File: config.mk
export PLATFORM = sky130hd
export DESIGN_NAME = sample_serializer
export DESIGN_NICKNAME = d
export VERILOG_FILES = /design/src/rtl/sample_serializer.sv
export SDC_FILE = /design/constraint.sdc
export NUM_CORES = 1
export LEC_CHECK = 0
export ABC_CLOCK_PERIOD_IN_PS = 3400
export BUFFER_PORTS_ARGS = -buffer_cell sky130_fd_sc_hd__buf_2
export CAP_MARGIN = 20
export CORE_MARGIN = 3
export CORE_UTILIZATION = 50
export CTS_CLUSTER_SIZE = 16
export DETAILED_ROUTE_END_ITERATION = 6
export PLACE_DENSITY_LB_ADDON = 0.3
export SLEW_MARGIN = 20
export SYNTH_ARGS = -nofsm -noshare
export SYNTH_HDL_FRONTEND = slang
export SYNTH_SLANG_ARGS = --single-unit
File: constraint.sdc
create_clock -name clk -period 3.4 [get_ports clk]
set_input_delay 0.68 -clock clk [delete_from_list [all_inputs] [get_ports clk]]
set_output_delay 0.68 -clock clk [all_outputs]
set_load 0.02 [all_outputs]
File: src/rtl/sample_serializer.sv
// sample_serializer: captures decimated samples on a one-cycle strobe, buffers
// them in a small FIFO and shifts each word out MSB-first on sdo/sclk/frame.
// Every output is a flop. The registered outputs are built from the next-state
// values, so frame and the MSB appear in the cycle right after the pop edge.
// Optional feature: define SAMPLE_SERIALIZER_PARITY_EN to append an even-parity
// bit after the LSB of every word.
module sample_serializer #(
    parameter int DATA_W     = 12,
    parameter int FIFO_DEPTH = 4,
    parameter int CLK_DIV    = 4
) (
    input  logic                            clk,
    input  logic                            rst_n,
    input  logic [DATA_W-1:0]               data_in,
    input  logic                            new_data,
    input  logic                            tx_en,
    input  logic                            ovf_clr,
    output logic                            sdo,
    output logic                            sclk,
    output logic                            frame,
    output logic                            busy,
    output logic [$clog2(FIFO_DEPTH):0]     fifo_count,
    output logic                            overflow
);
    localparam int CNT_W = $clog2(FIFO_DEPTH) + 1;
    localparam int PTR_W = $clog2(FIFO_DEPTH);
`ifdef SAMPLE_SERIALIZER_PARITY_EN
    localparam int NBITS = DATA_W + 1;
`else
    localparam int NBITS = DATA_W;
`endif
    localparam int BIT_W = $clog2(NBITS);
    localparam int DIV_W = $clog2(CLK_DIV);

    typedef enum logic [1:0] {IDLE = 2'd0, SHIFT = 2'd1, GAP = 2'd2} state_e;

`ifdef SAMPLE_SERIALIZER_PARITY_EN
    // Even parity: XOR of all data bits.
    function automatic logic even_parity(input logic [DATA_W-1:0] word);
        return ^word;
    endfunction
`endif

    state_e                 state_q, state_d;
    logic [DIV_W-1:0]       div_q, div_d;
    logic [BIT_W-1:0]       bit_q, bit_d;
    logic [NBITS-1:0]       shift_q, shift_d;
    logic [DATA_W-1:0]      mem_q [FIFO_DEPTH];
    logic [PTR_W-1:0]       wr_q, wr_d, rd_q, rd_d;
    logic [CNT_W-1:0]       count_q, count_d;
    logic                   ovf_q, ovf_d;
    logic                   sdo_q, sdo_d, sclk_q, sclk_d;
    logic                   frame_q, frame_d, busy_q, busy_d;
    logic                   pop_s, push_s;
    logic [NBITS-1:0]       load_s;

`ifdef SAMPLE_SERIALIZER_PARITY_EN
    assign load_s = {mem_q[rd_q], even_parity(mem_q[rd_q])};
`else
    assign load_s = mem_q[rd_q];
`endif

    // FIFO bookkeeping: a push is taken when there is room or the head leaves on the same edge.
    always_comb begin
        push_s = new_data && ((count_q < CNT_W'(FIFO_DEPTH)) || pop_s);
        count_d = count_q + CNT_W'(push_s) - CNT_W'(pop_s);
        if (push_s) begin
            wr_d = wr_q + PTR_W'(1);
        end else begin
            wr_d = wr_q;
        end
        if (pop_s) begin
            rd_d = rd_q + PTR_W'(1);
        end else begin
            rd_d = rd_q;
        end
        if (new_data && !push_s) begin
            ovf_d = 1'b1;
        end else if (ovf_clr) begin
            ovf_d = 1'b0;
        end else begin
            ovf_d = ovf_q;
        end
    end

    // Sample storage; a write into a full FIFO lands in the slot being popped.
    always_ff @(posedge clk or negedge rst_n) begin
        if (!rst_n) begin
            for (int i = 0; i < FIFO_DEPTH; i++) begin
                mem_q[i] <= {DATA_W{1'b0}};
            end
        end else if (push_s) begin
            mem_q[wr_q] <= data_in;
        end
    end

    // Next-state logic: pop in IDLE, bit/divider sequencing in SHIFT, fixed gap after each word.
    always_comb begin
        state_d = state_q;
        div_d   = div_q;
        bit_d   = bit_q;
        shift_d = shift_q;
        pop_s   = 1'b0;
        case (state_q)
            IDLE: begin
                if (tx_en && (count_q != {CNT_W{1'b0}})) begin
                    pop_s   = 1'b1;
                    shift_d = load_s;
                    div_d   = {DIV_W{1'b0}};
                    bit_d   = {BIT_W{1'b0}};
                    state_d = SHIFT;
                end else begin
                    state_d = IDLE;
                end
            end
            SHIFT: begin
                if (div_q == DIV_W'(CLK_DIV - 1)) begin
                    div_d   = {DIV_W{1'b0}};
                    shift_d = {shift_q[NBITS-2:0], 1'b0};
                    if (bit_q == BIT_W'(NBITS - 1)) begin
                        bit_d   = {BIT_W{1'b0}};
                        state_d = GAP;
                    end else begin
                        bit_d   = bit_q + BIT_W'(1);
                    end
                end else begin
                    div_d = div_q + DIV_W'(1);
                end
            end
            GAP: begin
                if (div_q == DIV_W'(CLK_DIV - 1)) begin
                    div_d   = {DIV_W{1'b0}};
                    state_d = IDLE;
                end else begin
                    div_d = div_q + DIV_W'(1);
                end
            end
            default: begin
                state_d = IDLE;
                div_d   = {DIV_W{1'b0}};
                bit_d   = {BIT_W{1'b0}};
            end
        endcase
    end

    // Output decode from next state so the flopped outputs line up with the state they describe.
    always_comb begin
        if (state_d == SHIFT) begin
            frame_d = 1'b1;
            sdo_d   = shift_d[NBITS-1];
            sclk_d  = (div_d >= DIV_W'(CLK_DIV / 2));
        end else begin
            frame_d = 1'b0;
            sdo_d   = 1'b0;
            sclk_d  = 1'b0;
        end
        if (state_d != IDLE) begin
            busy_d = 1'b1;
        end else begin
            busy_d = 1'b0;
        end
    end

    // State, FIFO pointers and registered outputs.
    always_ff @(posedge clk or negedge rst_n) begin
        if (!rst_n) begin
            state_q <= IDLE;
            div_q   <= {DIV_W{1'b0}};
            bit_q   <= {BIT_W{1'b0}};
            shift_q <= {NBITS{1'b0}};
            wr_q    <= {PTR_W{1'b0}};
            rd_q    <= {PTR_W{1'b0}};
            count_q <= {CNT_W{1'b0}};
            ovf_q   <= 1'b0;
            sdo_q   <= 1'b0;
            sclk_q  <= 1'b0;
            frame_q <= 1'b0;
            busy_q  <= 1'b0;
        end else begin
            state_q <= state_d;
            div_q   <= div_d;
            bit_q   <= bit_d;
            shift_q <= shift_d;
            wr_q    <= wr_d;
            rd_q    <= rd_d;
            count_q <= count_d;
            ovf_q   <= ovf_d;
            sdo_q   <= sdo_d;
            sclk_q  <= sclk_d;
            frame_q <= frame_d;
            busy_q  <= busy_d;
        end
    end

    assign sdo        = sdo_q;
    assign sclk       = sclk_q;
    assign frame      = frame_q;
    assign busy       = busy_q;
    assign fifo_count = count_q;
    assign overflow   = ovf_q;
endmodule

After elaboration in Yosys (flattened, before gate mapping). Cells that the tools add are included.

Register bits: 80. Bits of input ports: 17. Word-level logic and storage cells: 81.

Add/subtract/negate cells: 6. Magnitude comparators: 5. Eq/ne operators: 7. Mux-type cells: 29. Bitwise logic cells: 3. Reductions and logical operators: 14.

Operators with widths (number): $mux 12 (5); $bwmux 48 (1); $bmux 12 s2 (1); $demux 12 s2 (1); $pmux 12 s2 (1); $mux 4 (3); $pmux 4 s3 (1); $mux 2 (5); $mux 1 (9); $add 2x1->2 const B (3); $ge 3x3->1 const B (2); $not 2->3 (2); $pmux 2 s3 (1); $reduce_and 3->1 (2); $reduce_bool 2->1 (3); $add 4x1->4 const B (1); $eq 2x1->1 const B (2); $eq 2x2->1 const B (2); $eq 4x4->1 const B (1); $logic_and 1x1->1 (4); $ne 2x2->1 const B (2); $pmux 2 s2 (1); $add 3x1->3 (1); $lt 3x1->1 const B (1); 9 further kinds (9).

Longest topological paths before layout.
Depth in word-level cells: 9. Depth in mapped cells: 12. Depth with buffers taken out: 12.

Worst setup path before layout. Ideal clock, no wire load.

Kind: register to register. Start point: reg count_q[1], in the netlist fifo_count[1]. End point: reg count_q[2], in the netlist fifo_count[2]. Setup time: 0.134 ns. Arrival: 2.410 ns. Data required time: 3.266 ns. Setup slack: 0.855 ns. Stages on the path, launching flop included: 11. Path buffers: 1. Path through: dfrtp_1 o311ai_2 inv_1 buf_2 ha_1 inv_1 ha_1 inv_1 fa_1 xnor2_1 xnor2_1.

Word-level cells in the longest chain between the ends: 8. Elaborated cells on any way between the ends: 9. Those cells by class: 2 x add/sub; 1 x order compare; 2 x mux; 4 x reduce/logical.

Ends and longest elaborated chain: start, declared (RTL line 50) `logic [CNT_W-1:0] count_q, count_d;`; start signal, assigned (RTL line 173) `count_q <= {CNT_W{1'b0}};`; start signal, assigned (RTL line 186) `count_q <= count_d;`; $reduce_bool 3->1 (*) (RTL line 106) `if (tx_en && (count_q != {CNT_W{1'b0}})) begin`; $logic_and 1x1->1 (*) (RTL line 106); $mux 1 (*) (RTL line 106); $mux 1 (*) (RTL line 104) `case (state_q)`; net pop_s (RTL line 54) `logic pop_s, push_s;`; $logic_or 1x1->1 (RTL line 65) `push_s = new_data && ((count_q < CNT_W'(FIFO_DEPTH)) || pop_s);`; $logic_and 1x1->1 (RTL line 65); $add 3x1->3 (RTL line 66) `count_d = count_q + CNT_W'(push_s) - CNT_W'(pop_s);`; $sub 3x1->3 (*) (RTL line 66); net count_d[2] (RTL line 50).

The timed path passes the listed nets; every way through them passes the cells marked *. A chain may end at the register's enable or synchronous reset.

Worst setup path in the final report.
Start point: reg state_q[0]. End point: reg count_q[2], in the netlist fifo_count[2].

Word-level cells in the longest chain between the ends: 6.

Ends and longest elaborated chain: start, declared (RTL line 44) `state_e state_q, state_d;`; start signal, assigned (RTL line 180) `state_q <= state_d;`; $logic_not 2->1 (*) (RTL line 104); $mux 1 (*) (RTL line 104); $logic_or 1x1->1 (RTL line 65); $logic_and 1x1->1 (RTL line 65); $add 3x1->3 (RTL line 66); $sub 3x1->3 (*) (RTL line 66); net count_d[2] (RTL line 50).

Marks and branches as above.

==> results by stage <==
Status:
- The flow ran to the end, and the final reports show no timing, DRC or antenna violations.

Finish:
- The final layout contains roughly 330 nets.
- The layout cell share with drive strength beyond 1 is between 30% and 40%.
- In the layout the commonest cells are 80 x sky130_fd_sc_hd__dfrtp_1, 40 x sky130_fd_sc_hd__mux2_2, 23 x sky130_fd_sc_hd__buf_2, 17 x sky130_fd_sc_hd__nor2_1, 14 x sky130_fd_sc_hd__a21oi_1.
- From synthesis to final layout, the design area changed by 11.3%.
- Leaving out fill and tap cells, the most frequent cell in the layout is sky130_fd_sc_hd__dfrtp_1.
- The number of antenna diodes in the final layout is 0.
- Fill cells in the final layout number between 500 and 600.

Logic synthesis:
- The post-synthesis area per instance is 13.4 µm².
- The sequential cell area fraction in the yosys report is a little over half.
- The cell type with the largest total area after synthesis is sky130_fd_sc_hd__dfrtp_1.
- The yosys synthesis warning count is 0.
- The fraction of registers with async set/reset is 100%.
- The post-synthesis cell area is between 3000 and 4000 µm².
- In the post-synthesis netlist, the biggest area contributors are sky130_fd_sc_hd__dfrtp_1 54%, sky130_fd_sc_hd__mux2_2 12%, sky130_fd_sc_hd__mux4_2 7.3%, sky130_fd_sc_hd__ha_1 4.0%, sky130_fd_sc_hd__mux2_1 2.4%.
- In this run, distinct cell masters in the synthesized netlist total 41.
- Counting every net in the synthesized netlist gives 308.
- The post-synthesis sequential element count is 80.
- Yosys mapped a number of flops with a built-in enable equal to 0.
- After technology mapping, the gate count stands at about 280.
- The area share of the leading cell type in the synthesized netlist is approximately 54%.
- The dominant synthesized flop cell is sky130_fd_sc_hd__dfrtp_1.

Power and ir drop:
- The worst-case IR drop observed on VDD is 0.000448 V.
- The power density over the cells is ~950 nW/µm².
- The analysis attributes to cell leakage a power of ~1.8 nW.

Clock tree:
- After clock tree synthesis, the clock-pin slew on the worst setup and hold paths is ~0.080 ns.
- The number of buffers inserted during clock tree synthesis is 9.
- Post-CTS repair changed the size of 0 cells.
- The tree is rooted in a sky130_fd_sc_hd__clkbuf_8.
- The cts-stage hold buffer count is 0.
- The TritonCTS clock tree is yes.
- The number of H-tree levels is 3.
- The later pin in the worst-skew pair is clocked with a latency of 0.35 ns.
- After clock tree synthesis, the setup repair step added 0 buffers.
- The clock drives 80 sinks.
- No sink is reached through more buffers than the 2 on the longest clock path.

Job:
- The tool flagged a number of max-cap violations equal to 0.

Min path:
- The kind of path behind the tightest hold check is in2async.

Worst setup path:
- The largest delay contributor family on the critical path is adder cells.
- At the worst endpoint, the required time is between 3 and 4 ns.
- The startpoint of the most critical setup path is state_q[0]$_DFF_PN0_.
- The kind of end point of the critical path is a register.
- In this design, the stage delay of the slowest critical-path cell is a little over 0.4 ns.
- The category of the critical setup timing path is reg2reg.
- The critical path goes through inv_1, ha_1, o311ai_2, inv_1, buf_4, ha_1, inv_1, ha_1, inv_1, fa_1, xnor2_1, xnor2_1.
- STA classifies the critical path startpoint as a register.
- In this run the worst path has a maximum fanout of 14.
- STA puts the critical path data arrival time at between 2 and 3 ns.
- Counting both buffers and inverters, the worst setup path holds a total of 5.
- The slowest stage of the critical path belongs to the cell sky130_fd_sc_hd__dfrtp_1.
- The source of the worst register-to-register timing path is state_q[0]$_DFF_PN0_.
- Among the stages of the critical path, the cell type that occurs most often is sky130_fd_sc_hd__inv_1.

Floorplan:
- For this configuration, the core starts out at a cell density of 53.2%.
- For this design the top-level I/O count stands at 25.
- The vertical die dimension is around 92 µm.
- In this run the horizontal extent of the chip is 92.2 µm.
- The number of rows in the core area is 30.
- The die covers roughly 8500 µm².
- In this run the standard cell core region covers 6980 µm².

Timing:
- The number of max-slew violations in the final report came to 0.
- The worst pin sits at a relative slew slack of approximately 40%.
- The share of the clock period used by the worst path is between 70% and 80%.
- Setup violations remaining at the end of the flow were counted as 0.
- The transition time at the pin with the least slew margin is approximately 0.90 ns.
- Setup slack closes at about 0.74 ns.
- Based on the critical path, the design can be clocked at up to approximately 380 MHz.
- Clock skew on the completed layout was measured at 0.0105 ns.
- The post-layout minimum cycle time is between 2 and 3 ns.
- The count of endpoints failing hold in the final timing report came to 0.
- Setup repair after global routing left no endpoint under its margin.
- Summed over all failing endpoints, the final setup total negative slack is 0 ns.

Routing:
- Across all layers, the routed design uses approximately 2300 vias.
- For this block, the initial DRC count from the detailed router was 107.
- The post-route DRC violation count is 0.
- The first detailed-routing pass ran for 4 iterations.
- The count of nets left with antenna violations once routing finished came out at 0.
- The average wire per cell in the routed design is around 17 µm.
- The final layout contains routed wiring with a total length of 6720 µm.
- Dividing the detail-routed via count by the number of cells gives ~5.6.

GRT:
- The first global-routing pass estimated between 10000 and 15000 µm of wire.
- The number of global-route vias before repair is 2337.
- The total global routing track utilization is 17.6%.
- The initial antenna violation count is 0.
- After global routing the overflow that remains totals 0.
- The pin count of the biggest net entering global routing is slightly above 80.

Place:
- The final RePlAce weighted congestion is 0.824.
- The count of buffers inserted at the top-level ports is 24.
- The pre-CTS setup slack is roughly 0.75 ns.
- Detailed placement ended at an HPWL of roughly 4400 µm.
[cell usage after synthesis, types with 4 or more instances]
library cell / count
sky130_fd_sc_hd__a21oi_1: 14
sky130_fd_sc_hd__a32oi_1: 9
sky130_fd_sc_hd__buf_2: 7
sky130_fd_sc_hd__buf_4: 4
sky130_fd_sc_hd__dfrtp_1: 80
sky130_fd_sc_hd__ha_1: 12
sky130_fd_sc_hd__inv_1: 13
sky130_fd_sc_hd__mux2_1: 8
sky130_fd_sc_hd__mux2_2: 40
sky130_fd_sc_hd__mux4_2: 12
sky130_fd_sc_hd__nand2_1: 8
sky130_fd_sc_hd__nand2_2: 5
sky130_fd_sc_hd__nor2_1: 17
sky130_fd_sc_hd__o21ai_0: 8
sky130_fd_sc_hd__xnor2_1: 5
[kinds of logic after synthesis]
logic type,count (synthesis),share of synthesized area (%)
flip-flops,80,53.9
multiplexers,61,22.1
AO/OA/AOI/OAI,48,9.09
AND/OR/NAND/NOR,44,5.83
buffers and inverters,27,3.37
adder cells (fa/ha/maj),13,4.58
XOR/XNOR,5,1.18
[worst register-to-register path, delay by kind of cell (launching register included)]
kind / cells / cell delay (ns)
fa+ha+maj: 4 / 1.10
buf+inv: 5 / 0.49
flops: 1 / 0.41
xor+xnor: 2 / 0.33
compound gates: 1 / 0.24
[per-layer routing]
metal / up-vias / part of all wire (%) / global-route usage, %
met4: 0 / 0.83 / 6.44
met3: 5 / 3.2 / 4.68
li1: 1064 / - / -
met2: 31 / 50 / 27.7
met5: - / 0 / 0
met1: 1179 / 46 / 23.4
[registers in the layout, summed over array words and instances, names as in the netlist]
register	flops
wr_q	2
mem_q	48
rd_q	2
bit_q	4
shift_q	12
sclk	1
sdo	1
state_q	2
fifo_count	3
busy	1
overflow	1
frame	1
div_q	2
[area by class of cell]
| type | count | area [µm²] | area share [%] |
|---|---|---|---|
| sequential | 80 | 2000 | 48.4 |
| multi-input combinational | 171 | 1590 | 38.4 |
| timing repair buffer | 28 | 173 | 4.18 |
| clock buffer | 9 | 124 | 3.00 |
| tap | 96 | 120 | 2.90 |
| clock inverter | 7 | 78.8 | 1.91 |
| inverter | 13 | 48.8 | 1.18 |
[power by group]
group | internal, mW | switching (mW) | total (mW)
combinational | 0.791 | 0.691 | 1.48
clock | 0.347 | 0.364 | 0.710
sequential | 1.41 | 0.324 | 1.73
total | 2.55 | 1.38 | 3.92
[path summary, 6_finish.rpt]
| path | to | slack, ns | cells past startpoint |
|---|---|---|---|
| worst max-delay path | fifo_count[2]$_DFF_PN0_ | 0.74 | 12 |
| worst min-delay path | frame$_DFF_PN0_ | 0.23 | 1 |
| worst max register to register | fifo_count[2]$_DFF_PN0_ | 0.74 | 12 |
| worst min register to register | mem_q[40]$_DFFE_PN0P_ | 0.49 | 1 |
| max in group asynchronous | mem_q[1]$_DFFE_PN0P_ | 2.60 | 2 |
| min in group clk | mem_q[40]$_DFFE_PN0P_ | 0.49 | 1 |
[per-stage QoR]
stage,area (µm²),std cells,hold slack [ns],utilization (%),power (mW)
final,4140,404,0.235,59.2,3.92
after global routing,4140,404,0.240,59.2,4.22
after CTS,4110,403,0.499,58.8,3.96
after detailed placement,3910,387,0.480,55.9,3.24
after global placement,3910,387,0.470,55.9,3.17
after floorplan,3720,278,0.384,-,2.86
Note: power is estimated with default switching activity, not from simulation.
